===== config.mk =====
export PLATFORM = sky130hd
export DESIGN_NAME = display_scan_ctrl_flat
export DESIGN_NICKNAME = d
export VERILOG_FILES = /design/src/rtl/display_scan_if.sv /design/src/rtl/display_scan_ctrl.sv /design/src/flat_wrapper.sv
export SDC_FILE = /design/constraint.sdc
export NUM_CORES = 1
export LEC_CHECK = 0
export BUFFER_PORTS_ARGS = -buffer_cell sky130_fd_sc_hd__buf_2
export CORE_MARGIN = 3
export CORE_UTILIZATION = 62
export CTS_CLUSTER_DIAMETER = 120
export DETAILED_ROUTE_END_ITERATION = 16
export PLACE_DENSITY = 0.82
export REMOVE_ABC_BUFFERS = 1
export SETUP_SLACK_MARGIN = 0.02
export SLEW_MARGIN = 20
export SYNTH_ARGS = -nofsm -noshare
export SYNTH_HDL_FRONTEND = slang
export SYNTH_SLANG_ARGS = --single-unit

===== constraint.sdc =====
create_clock -name clk -period 4.3 [get_ports clk]
set_input_delay 0.215 -clock clk [delete_from_list [all_inputs] [get_ports clk]]
set_output_delay 0.215 -clock clk [all_outputs]
set_load 0.01 [all_outputs]

===== src/rtl/display_scan_if.sv =====
// Bundle of the scan controller's value/handshake and display-side signals.
// The master modport belongs to the value producer; the slave modport belongs to the controller.
interface display_scan_if #(
    parameter int N_DIGITS = 4
);
    logic [4*N_DIGITS-1:0] digits_in;
    logic                  load;
    logic                  load_ack;
    logic                  lz_en;
    logic [3:0]            number;
    logic [N_DIGITS-1:0]   an;
    logic                  frame_tick;

    modport master (
        output digits_in, load, lz_en,
        input  load_ack, number, an, frame_tick
    );

    modport slave (
        input  digits_in, load, lz_en,
        output load_ack, number, an, frame_tick
    );
endinterface


===== src/rtl/display_scan_ctrl.sv =====
// Time-multiplexed 7-segment scan controller: SHOW/BLANK sequencing, leading-zero
// suppression, and a frame-boundary double buffer so new values never tear mid-frame.
//
// state | meaning
// SHOW  | anode idx lit (unless suppressed) for REFRESH_DIV cycles
// BLANK | all anodes off for BLANK_CYCLES cycles before moving to the next digit
module display_scan_ctrl #(
    parameter int N_DIGITS     = 4,
    parameter int REFRESH_DIV  = 50000,
    parameter int BLANK_CYCLES = 500
) (
    input  logic          clk,
    input  logic          rst,
    display_scan_if.slave bus
);
    localparam int  MAXC     = (REFRESH_DIV > BLANK_CYCLES) ? REFRESH_DIV : BLANK_CYCLES;
    localparam int  CW       = (MAXC > 1) ? $clog2(MAXC) : 1;
    localparam int  IW       = $clog2(N_DIGITS);
    localparam bit  NO_BLANK = (BLANK_CYCLES == 0);
    localparam logic [CW-1:0] SHOW_LAST  = CW'(REFRESH_DIV - 1);
    localparam logic [CW-1:0] BLANK_LAST = CW'(NO_BLANK ? 0 : BLANK_CYCLES - 1);
    localparam logic [IW-1:0] LAST_IDX   = IW'(N_DIGITS - 1);

    typedef enum logic {SHOW, BLANK} state_t;

    state_t                state;
    logic [IW-1:0]         idx;
    logic [CW-1:0]         cnt;
    logic [4*N_DIGITS-1:0] frame_buf;
    logic [4*N_DIGITS-1:0] pend_buf;
    logic                  pend;
    logic                  load_ack_q;

    logic                  show_last;
    logic                  blank_last;
    logic                  step;
    logic                  boundary;
    logic [IW-1:0]         next_idx;

    always_comb begin
        show_last  = (cnt == SHOW_LAST);
        blank_last = (cnt == BLANK_LAST);
        if (state == SHOW) step = show_last && NO_BLANK;
        else               step = blank_last;
        boundary   = step && (idx == LAST_IDX);
        next_idx   = (idx == LAST_IDX) ? '0 : idx + 1'b1;
    end

    always_ff @(posedge clk) begin
        if (rst) begin
            state      <= SHOW;
            idx        <= '0;
            cnt        <= '0;
            frame_buf  <= '0;
            pend_buf   <= '0;
            pend       <= 1'b0;
            load_ack_q <= 1'b0;
        end else begin
            load_ack_q <= 1'b0;
            if (bus.load) begin
                pend_buf <= bus.digits_in;
                pend     <= 1'b1;
            end
            case (state)
                SHOW: begin
                    if (show_last) begin
                        cnt <= '0;
                        if (NO_BLANK) idx   <= next_idx;
                        else          state <= BLANK;
                    end else begin
                        cnt <= cnt + 1'b1;
                    end
                end
                BLANK: begin
                    if (blank_last) begin
                        cnt   <= '0;
                        idx   <= next_idx;
                        state <= SHOW;
                    end else begin
                        cnt <= cnt + 1'b1;
                    end
                end
                default: state <= SHOW;
            endcase
            // A request arriving on the boundary cycle itself bypasses pend_buf.
            if (boundary && (bus.load || pend)) begin
                frame_buf  <= bus.load ? bus.digits_in : pend_buf;
                pend       <= 1'b0;
                load_ack_q <= 1'b1;
            end
        end
    end

    logic [3:0]          nib;
    logic [3:0]          mapped;
    logic [N_DIGITS-1:0] lead;
    logic                zero_run;
    logic [N_DIGITS-1:0] an_c;

    always_comb begin
        nib      = '0;
        lead     = '0;
        zero_run = 1'b1;
        an_c     = '1;
        for (int k = 0; k < N_DIGITS; k++)
            if (idx == IW'(k)) nib = frame_buf[4*k +: 4];
        for (int k = N_DIGITS - 1; k >= 1; k--) begin
            zero_run = zero_run && (frame_buf[4*k +: 4] == 4'h0);
            lead[k]  = zero_run;
        end
        // The shared decoder has no glyphs for A-E; show a dash instead.
        mapped = (nib >= 4'hA && nib <= 4'hE) ? 4'hF : nib;
        for (int k = 0; k < N_DIGITS; k++)
            if (!rst && state == SHOW && idx == IW'(k) && !(bus.lz_en && lead[k]))
                an_c[k] = 1'b0;
    end

    assign bus.an         = an_c;
    assign bus.number     = rst ? 4'h0 : mapped;
    assign bus.frame_tick = boundary && !rst;
    assign bus.load_ack   = load_ack_q && !rst;
endmodule


===== src/flat_wrapper.sv =====
// flat-port wrapper written by rule: the top's interface ports become plain ports
module display_scan_ctrl_flat 
#(
    parameter int N_DIGITS     = 4,
    parameter int REFRESH_DIV  = 50000,
    parameter int BLANK_CYCLES = 500
)
  (clk, rst, bus_digits_in, bus_load, bus_lz_en, bus_load_ack, bus_number, bus_an, bus_frame_tick);
  display_scan_if #(.N_DIGITS(N_DIGITS)) bus_i ();
  input  logic clk;
  input  logic rst;
  input wire logic [$bits(bus_i.digits_in)-1:0] bus_digits_in;
  input wire logic [$bits(bus_i.load)-1:0] bus_load;
  input wire logic [$bits(bus_i.lz_en)-1:0] bus_lz_en;
  output wire logic [$bits(bus_i.load_ack)-1:0] bus_load_ack;
  output wire logic [$bits(bus_i.number)-1:0] bus_number;
  output wire logic [$bits(bus_i.an)-1:0] bus_an;
  output wire logic [$bits(bus_i.frame_tick)-1:0] bus_frame_tick;
  assign bus_i.digits_in = bus_digits_in;
  assign bus_i.load = bus_load;
  assign bus_i.lz_en = bus_lz_en;
  assign bus_load_ack = bus_i.load_ack;
  assign bus_number = bus_i.number;
  assign bus_an = bus_i.an;
  assign bus_frame_tick = bus_i.frame_tick;
  display_scan_ctrl #(.N_DIGITS(N_DIGITS), .REFRESH_DIV(REFRESH_DIV), .BLANK_CYCLES(BLANK_CYCLES)) u_core (.clk(clk), .rst(rst), .bus(bus_i));
endmodule

==> results of run 1 <==
-- cell usage after synthesis, drive strengths merged (5+ instances only) --
cell	n	area, um^2
clkbuf	11	41.3
mux2i	16	160
mux2	16	180
nor4	7	58.8
a211oi	6	45.0
o21ai	8	40.0
nor2	26	97.6
dfxtp	53	1060
nor3	16	85.1
or4	6	48.8
nand3	8	40.0
a21oi	9	45.0
inv	11	41.3
buf	5	36.3
nor2b	13	81.3
xnor2	9	78.8
ha	5	62.6
nand2	8	30.0
nand4	9	56.3
-- power groups by stage --
stage	Clock, W	Sequential (W)	Combinational, W
final	0.000303	0.000508	0.0000475
after global routing	0.000324	0.000509	0.0000539
after CTS	0.000307	0.000508	0.0000478
after detailed placement	0	0.000519	0.0000476
after global placement	0	0.000519	0.0000465
after floorplan	0	0.000518	0.0000245
-- worst min path at each step --
stage / start / end / slack, ns / cells past startpoint
after floorplan: rst / u_core.idx[0]$_SDFFE_PP0N_ / 0.28 / 1
after global placement: u_core.cnt[0]$_SDFF_PP0_ / u_core.cnt[0]$_SDFF_PP0_ / 0.49 / 1
after detailed placement: u_core.pend_buf[6]$_SDFF_PP0_ / u_core.pend_buf[6]$_SDFF_PP0_ / 0.49 / 2
after CTS: bus_digits_in[6] / u_core.pend_buf[6]$_SDFF_PP0_ / 0.17 / 3
after global routing: bus_digits_in[6] / u_core.pend_buf[6]$_SDFF_PP0_ / 0.19 / 3
final: bus_digits_in[6] / u_core.pend_buf[6]$_SDFF_PP0_ / 0.17 / 3
-- routing by layer --
metal,track usage,wire [um],up-vias,share of wire
li1,-,-,993,-
met1,0.243,2100,888,0.45
met5,0,0,-,0
met3,0.0449,186,8,0.040
met2,0.357,2330,37,0.50
met4,0.0954,82,0,0.017
-- area by class of cell --
class / instances / share of cell area
multi-input combinational: 187 / 0.478
sequential: 53 / 0.391
timing repair buffer: 30 / 0.0563
clock buffer: 7 / 0.0355
tap: 48 / 0.0221
inverter: 11 / 0.0152
clock inverter: 1 / 0.00185
-- sequential cells by signal, indices dropped and copies added, names as in the netlist --
register           cells
u_core.cnt            16
u_core.pend_buf       16
u_core.idx             2
u_core.frame_buf      16
u_core.state           1
u_core.load_ack_q      1
u_core.pend            1
-- worst max-delay path, cell delays in order, from the launching register on --
cell	delay, ns
dfxtp_1	0.40
or4_4	0.53
or4_1	0.55
nor4_4	0.93
mux2_2	0.42
-- cell families after synthesis --
family | share of synthesized area
muxes | 0.137
buffers and inverters | 0.0480
xor gates and xnor gates | 0.0389
DFF | 0.429
adders and majority gates | 0.0253
AOI/OAI and AO/OA | 0.0839
and+or+nand+nor | 0.238
-- through the flow --
step / cell area (um^2) / hold WS (ns) / instances / total power (W) / util
6_report: 2710 / 0.174 / 337 / 0.000859 / 0.725
2_1_floorplan: 2400 / 0.284 / 251 / 0.000542 / -
3_5_place_dp: 2610 / 0.487 / 329 / 0.000567 / 0.698
3_3_place_gp: 2610 / 0.488 / 329 / 0.000565 / 0.698
5_1_grt: 2710 / 0.194 / 337 / 0.000887 / 0.725
4_1_cts: 2710 / 0.170 / 337 / 0.000863 / 0.725
==> reports/qor.yml, run 1 <==
critical_path:
  cp-start-kind: "register"
  crit_fanout: 16
  r2r_slack_ns: 1.37
  crit_type: "register to register"
  end_kind: "register"
  cp.arrival_ns: 3.13
  reg2reg_to: "u_core.frame_buf[1]$_SDFFE_PP0P_"
  critical_path.endpoint: "u_core.frame_buf[1]$_SDFFE_PP0P_"
  worst_r2r_path_depth: 4
  critPathLaunch: "u_core.cnt[2]$_SDFF_PP0_"
  worstReg2RegStart: "u_core.cnt[2]$_SDFF_PP0_"
  required_ns: 4.50
synth:
  yosys_register_bits: 53
  avgSynthCellArea_um2: 9.27
  synth_edf_count: 0
  ys.flop_type: "dfxtp_1"
  syn_inst: 267
  synth-seq-area-share: 0.428
  ys_async_sr_fraction: 0
  yosysWarnings: 0
  synth_area_um2: 2480
  ys_types: 37
clock_network:
  cts_setup_buffers: 0
  cts_resized: 0
  cts_sinks: 53
  numCtsBuffers: 5
  cts.htree.levels: 2
  cts_tree: "built"
  root_buffer: "clkbuf_8"
  clockBufferDepth: 2
  hold_buffers: 0
  insertion_delay_ns: 0.30
  clk_pin_slew_ns: 0.09
timing:
  tightest_slew_ns: 1.03
  fin_skew_ns: 0.00915
  slew_headroom: 0.311
  period_minus_slack_ns: 2.93
  setup_viol: 0
  fin_crit_sh: 0.682
  slew_violations: 0
  grt_setup_unrepaired: "false"
  fmax_mhz: 341
  finalHoldViolations: 0
  tns_ns: 0
  worst_slack_ns: 1.37
job:
  drv_cap: 0
route:
  wl_per_cell_um: 14.0
  antenna_left: 0
  vias_per_cell: 5.72
  drt_first_pass_iters: 4
  drt_iter0_drc: 156
  finalWirelength_mm: 4.70
  num_vias: 1926
  drc: 0
die:
  die-width_um: 69.2
  fp-row-count: 22
  die_h_um: 69.2
  initial_core_util: 0.661
  coreArea_um2: 3740
  dieArea_um2: 4790
  io_pins: 30
pwr:
  pwr-share-comb: 0.055
  p_sw_frac: 0.221
  power_density_nw_per_um2: 317
  p_leak_nw: 1.04
  max-vdd-ir-drop_mv: 0.246
  p_seq_frac: 0.591
  pwr-share-clk: 0.353
  p_int_w: 0.000669
  switchingPower_w: 0.000190
finish:
  multi_input_area_um2: 1300
  register_area_um2: 1060
  diodes: 0
  syn_to_final_growth_pct: 9.55
  fillers: 303
  final_nets: 313
  final_common_cell: "dfxtp_1"
  drive_above_1_share: 0.197
  layout_common_cells: "dfxtp_1, buf_2, nor2_1, mux2i_1, mux2_2"
min_path:
  min_path_type: "input pin to register"
outcome:
  status: "finished, final reports clean"
global_route:
  grt_pass1_wl_mm: 8.17
  grt.total_usage: 0.207
  antenna_found_initial: 0
  grt_pass1_vias: 1855
  grt_max_degree: 43
  gr-total-overflow: 0
place:
  portBuffers: 29
  dpl_worst_slack_ns: 1.35
  place_congestion: 0.833
  place_hpwl_mm: 3.34
No activity file was read; power rests on OpenSTA's default activity.
==> run 2: changes to the inputs <==
--- a/config.mk
+++ b/config.mk
@@ -7,10 +7,10 @@
 export LEC_CHECK = 0
 export BUFFER_PORTS_ARGS = -buffer_cell sky130_fd_sc_hd__buf_2
 export CORE_MARGIN = 3
-export CORE_UTILIZATION = 62
+export CORE_UTILIZATION = 52
 export CTS_CLUSTER_DIAMETER = 120
 export DETAILED_ROUTE_END_ITERATION = 16
-export PLACE_DENSITY = 0.82
+export PLACE_DENSITY = 0.73
 export REMOVE_ABC_BUFFERS = 1
 export SETUP_SLACK_MARGIN = 0.02
 export SLEW_MARGIN = 20
==> constraint.sdc (replaced) <==
create_clock -name clk -period 2.55 [get_ports clk]
set_input_delay 0.1275 -clock clk [delete_from_list [all_inputs] [get_ports clk]]
set_output_delay 0.1275 -clock clk [all_outputs]
set_load 0.01 [all_outputs]
==> reports/qor.yml, run 2 (synthesis results as in run 1) <==
route:
  num_vias: 1955  # +1.5%
  drt_iter0_drc: 161  # +3.2%
  drc: 0  # unchanged
  wl_per_cell_um: 14.1  # +0.99%
  drt_first_pass_iters: 4  # unchanged
  vias_per_cell: 5.57  # -2.5%
  antenna_left: 0  # unchanged
  finalWirelength_mm: 4.95  # +5.2%
min_path:
  min_path_type: "input pin to register"
global_route:
  grt_pass1_vias: 1733  # -6.6%
  grt_pass1_wl_mm: 8.16  # -0.17%
  grt_max_degree: 26  # -40%
  antenna_found_initial: 0  # unchanged
  grt.total_usage: 0.187  # -0.0194
  gr-total-overflow: 0  # unchanged
critical_path:
  cp.arrival_ns: 2.57  # -0.56 ns
  crit_slowest_cell: "or4_4"
  cp_cell_sequence: "or4_4 -> or4_1 -> nor4_4 -> buf_4 -> mux2_2"
  end_kind: "register"
  crit_fanout: 16  # unchanged
  required_ns: 2.74  # -1.76 ns
  cp-start-kind: "register"
  crit_type: "register to register"
  critical-path-max-stage-delay_ns: 0.54  # -0.39 ns
clock_network:
  numCtsBuffers: 5  # unchanged
  clockBufferDepth: 2  # unchanged
  clk_pin_slew_ns: 0.09  # about the same
  root_buffer: "clkbuf_8"
  cts_tree: "built"
  cts_sinks: 53  # unchanged
  cts_setup_buffers: 0  # unchanged
  insertion_delay_ns: 0.31  # about the same
  cts.htree.levels: 2  # unchanged
pwr:
  power_density_nw_per_um2: 518  # +64%
  p_leak_nw: 1.09  # +4.5%
  max-vdd-ir-drop_mv: 0.293  # +19%
die:
  io_pins: 30  # unchanged
  fp-row-count: 24  # +9.1%
  coreArea_um2: 4470  # +20%
  dieArea_um2: 5630  # +17%
  die_h_um: 75.0  # +8.4%
  die-width_um: 75.0  # +8.4%
  initial_core_util: 0.553  # -0.108
outcome:
  status: "finished, final reports clean"
finish:
  final_common_cell: "dfxtp_1"
  reg_top3: "u_core.cnt x16, u_core.frame_buf x16, u_core.pend_buf x16"
  drive_above_1_share: 0.231  # +0.0335
  utilization: 0.626  # -0.0985
  diodes: 0  # unchanged
  fillers: 404  # +33%
  final_nets: 323  # +3.2%
  layout_common_cells: "dfxtp_1, buf_2, nor2_1, mux2i_1, mux2_2"
  layoutNonFillerInstCount: 351  # +4.2%
  syn_to_final_growth_pct: 13.1
timing:
  fin_skew_ns: 0.0100  # +0.000889 ns
  slew_headroom: 0.696  # +0.385
  tightest_slew_ns: 0.451  # -0.574 ns
  period_minus_slack_ns: 2.38  # -0.555 ns
  fmax_mhz: 421  # +23%
  fin_crit_sh: 0.932  # +0.250
  finalHoldViolations: 0  # unchanged
  grt_setup_unrepaired: "false"
  slew_violations: 0  # unchanged
  setup_viol: 0  # unchanged
place:
  place_congestion: 0.856  # +2.8%
  portBuffers: 29  # unchanged
  place_hpwl_mm: 3.58  # +7.4%
  dp.cells: 343  # +4.3%
job:
  drv_cap: 0  # unchanged
-- run 2: cell count changes in the layout (fill, tap and decap cells not counted), sizes merged --
| cell | delta |
|---|---|
| buf | +10 |
-- run 2: metrics by stage --
| step | instance area, um^2 | setup slack [ns] | hold WS, ns | TNS, ns | total power, W |
|---|---|---|---|---|---|
| final | 2800 | 0.173 | 0.0986 | 0 | 0.00145 |
| after global routing | 2800 | 0.0538 | 0.108 | 0 | 0.00151 |
| after CTS | 2790 | 0.168 | 0.0977 | 0 | 0.00147 |
| after detailed placement | 2690 | 0.182 | 0.420 | 0 | 0.000964 |
| after global placement | 2690 | 0.199 | 0.408 | 0 | 0.000960 |
| after floorplan | 2400 | -0.0839 | 0.197 | -1.34 | 0.000914 |
-- run 2: critical path, delay by kind of cell, from the launching register on --
family	cells	cell delay [ns]
simple gates	3	1.29
mux	1	0.36
flops	1	0.36
buf+inv	1	0.27
-- run 2: report_power, final --
group	switching, W	total [W]	internal, W
Combinational	0.0000497	0.0000894	0.0000397
Clock	0.000263	0.000509	0.000246
Sequential	0.00000698	0.000854	0.000847
-- run 2: metal layers --
layer  GRT usage  vias up  share of wire
met3      0.0441        7          0.043
met1       0.269      895           0.49
met5           0        -              0
li1            -     1017              -
met4      0.0474        0          0.011
met2       0.283       36           0.45
-- run 2: area by class of cell --
| class | count | area [um^2] | share of cell area |
|---|---|---|---|
| Clock buffer | 7 | 96.3 | 0.0344 |
| Clock inverter | 1 | 5.00 | 0.00179 |
| Inverter | 11 | 41.3 | 0.0147 |
| Multi-Input combinational cell | 187 | 1310 | 0.466 |
| Sequential cell | 53 | 1060 | 0.379 |
| Tap cell | 52 | 65.1 | 0.0232 |
| Timing Repair Buffer | 40 | 228 | 0.0813 |
-- run 2: timing repair --
action / in CTS / in global routing
gates resized for setup: 0 / 2
endpoints found under the setup margin: 0 / 3
hold buffers: 0 / 0
-- run 2: path summary, 6_finish.rpt --
check,from,cells past startpoint,end,slack [ns]
setup / recovery,u_core.cnt[9]$_SDFF_PP0_,5,u_core.frame_buf[2]$_SDFFE_PP0P_,0.17
hold reg to reg,u_core.cnt[0]$_SDFF_PP0_,1,u_core.cnt[0]$_SDFF_PP0_,0.49
setup reg to reg,u_core.cnt[9]$_SDFF_PP0_,5,u_core.frame_buf[2]$_SDFFE_PP0P_,0.17
hold / removal,bus_digits_in[0],3,u_core.pend_buf[0]$_SDFF_PP0_,0.1
==> run 3: changes to the inputs <==
--- a/config.mk
+++ b/config.mk
@@ -6,13 +6,15 @@
 export NUM_CORES = 1
 export LEC_CHECK = 0
 export BUFFER_PORTS_ARGS = -buffer_cell sky130_fd_sc_hd__buf_2
+export CELL_PAD_IN_SITES_DETAIL_PLACEMENT = 2
+export CELL_PAD_IN_SITES_GLOBAL_PLACEMENT = 2
 export CORE_MARGIN = 3
-export CORE_UTILIZATION = 52
+export CORE_UTILIZATION = 32
 export CTS_CLUSTER_DIAMETER = 120
 export DETAILED_ROUTE_END_ITERATION = 16
-export PLACE_DENSITY = 0.73
+export PLACE_DENSITY = 0.72
 export REMOVE_ABC_BUFFERS = 1
-export SETUP_SLACK_MARGIN = 0.02
+export SETUP_SLACK_MARGIN = 0.1
 export SLEW_MARGIN = 20
 export SYNTH_ARGS = -nofsm -noshare
 export SYNTH_HDL_FRONTEND = slang
==> reports/qor.yml, run 3 (synthesis results as in run 1) <==
outcome:
  status: "finished, final reports clean"
min_path:
  holdPathEnd: "u_core.pend_buf[1]$_SDFF_PP0_"
  min_path_type: "input pin to register"
  min-delay-start: "bus_digits_in[1]"
  min_path_cells: 3  # unchanged
critical_path:
  crit_type: "register to register"
  crit_fanout: 16  # unchanged
  end_kind: "register"
  worst_r2r_path_depth: 5  # unchanged
  worstReg2RegStart: "u_core.cnt[9]$_SDFF_PP0_"
  r2r_slack_ns: 0.24  # +0.07 ns
  required_ns: 2.74  # about the same
  cp-start-kind: "register"
  cp.arrival_ns: 2.50  # -0.07 ns
  reg2reg_to: "u_core.frame_buf[4]$_SDFFE_PP0P_"
  critPathLaunch: "u_core.cnt[9]$_SDFF_PP0_"
global_route:
  grt_pass1_wl_mm: 10.8  # +32%
  grt_max_degree: 26  # unchanged
  grt.total_usage: 0.154  # -0.0336
  grt_pass1_vias: 2106  # +22%
  gr-total-overflow: 0  # unchanged
  antenna_found_initial: 0  # unchanged
route:
  antenna_left: 0  # unchanged
  num_vias: 2047  # +4.7%
  vias_per_cell: 5.14  # -7.7%
  wl_per_cell_um: 16.4  # +16%
  met1Wirelength_mm: 3.17  # +29%
  highest_layer: "met4"
  dr_wl_met2_mm: 3.12  # +39%
  drt_first_pass_iters: 4  # unchanged
  drc: 0  # unchanged
  drt_iter0_drc: 67  # -58%
  route.met3.wl_um: 212  # +0.47%
  finalWirelength_mm: 6.53  # +32%
finish:
  layoutNonFillerInstCount: 398  # +13%
  final_nets: 323  # unchanged
  fillers: 824  # +100%
  syn_to_final_growth_pct: 16.2
  reg_top3: "u_core.cnt x16, u_core.frame_buf x16, u_core.pend_buf x16"
  layout_common_cells: "dfxtp_1, buf_2, nor2_1, mux2i_1, mux2_2"
  diodes: 0  # unchanged
  drive_above_1_share: 0.231  # unchanged
  final_common_cell: "dfxtp_1"
timing:
  finalHoldViolations: 0  # unchanged
  fin_hold_ws_ns: 0.108  # +0.00971 ns
  worst_slack_ns: 0.244  # +0.0715 ns
  fin_crit_sh: 0.904  # -0.0280
  period_minus_slack_ns: 2.31  # -0.0715 ns
  slew_headroom: 0.674  # -0.0226
  fmax_mhz: 434  # +3.1%
  tightest_slew_ns: 0.485  # +0.0335 ns
  fin_skew_ns: 0.00560  # -0.00444 ns
  setup_viol: 0  # unchanged
  grt_setup_unrepaired: "false"
  slew_violations: 0  # unchanged
clock_network:
  clockBufferDepth: 2  # unchanged
  root_buffer: "clkbuf_8"
  insertion_delay_ns: 0.30  # about the same
  clk_pin_slew_ns: 0.09  # about the same
  numCtsBuffers: 5  # unchanged
  cts.htree.levels: 2  # unchanged
  cts_tree: "built"
  hold_buffers: 0  # unchanged
  cts_sinks: 53  # unchanged
die:
  dieArea_um2: 8830  # +57%
  initial_core_util: 0.336  # -0.217
  die-width_um: 94.0  # +25%
  io_pins: 30  # unchanged
  die_h_um: 94.0  # +25%
  coreArea_um2: 7370  # +65%
  fp-row-count: 31  # +29%
place:
  dpl_worst_slack_ns: 0.168  # -0.0145 ns
  place_congestion: 0.749  # -12%
  dp.cells: 390  # +14%
  portBuffers: 29  # unchanged
  place_hpwl_mm: 4.67  # +30%
pwr:
  max-vdd-ir-drop_mv: 0.203  # -31%
  p_leak_nw: 1.07  # -1.2%
  power_density_nw_per_um2: 488  # -5.8%
job:
  drv_cap: 0  # unchanged
run 3: changes by cell type in the layout (fill, tap and decap cells not counted), sizes merged:
cell    change
clkinv      -1
clkbuf      +1
run 3: worst max path at each step:
stage | end | slack [ns]
floorplan | u_core.frame_buf[0]$_SDFFE_PP0P_ | -0.08
global placement | u_core.frame_buf[1]$_SDFFE_PP0P_ | 0.23
detailed placement | u_core.frame_buf[1]$_SDFFE_PP0P_ | 0.17
CTS | u_core.frame_buf[4]$_SDFFE_PP0P_ | 0.12
global route | bus_number[0] | 0.13
finish | u_core.frame_buf[4]$_SDFFE_PP0P_ | 0.24
run 3: area by class of cell:
cell class	count	area, um^2	share of cell area
well taps	99	124	0.0430
flip-flops and latches	53	1060	0.369
clock buffers	8	80.1	0.0278
inverters	11	41.3	0.0143
multi-input cells	187	1330	0.463
repair buffers	40	240	0.0835
run 3: critical path, stage by stage, from the launching register on:
cell and delay [ns]:
dfxtp_1 0.37, or4_4 0.54, or4_1 0.49, nor4_4 0.24
buf_12 0.21, mux2_2 0.35
run 3: per-stage QoR:
step,power [W],utilization,setup TNS (ns),instance area (um^2)
after floorplan,0.000914,-,-1.34,2400
after global placement,0.000962,0.375,0,2760
after detailed placement,0.000967,0.375,0,2760
after CTS,0.00143,0.386,0,2840
after global routing,0.00147,0.390,0,2880
final,0.00141,0.390,0,2880
run 3: power breakdown:
part	internal, W	total (W)	switching, W
logic	0.0000382	0.0000904	0.0000522
clock network	0.000196	0.000461	0.000265
registers	0.000847	0.000855	0.00000761
total	0.00108	0.00141	0.000324
run 3: repair_timing:
item	in CTS	in global routing
resized for setup	0	6
endpoints found under the setup margin	0	19
buffers inserted	0	0
run 3: per-layer routing:
| layer | vias up | global-route usage |
|---|---|---|
| met1 | 1008 | 0.208 |
| li1 | 1011 | - |
| met3 | 2 | 0.0313 |
| met2 | 26 | 0.253 |
| met4 | 0 | 0.0325 |
| met5 | - | 0 |
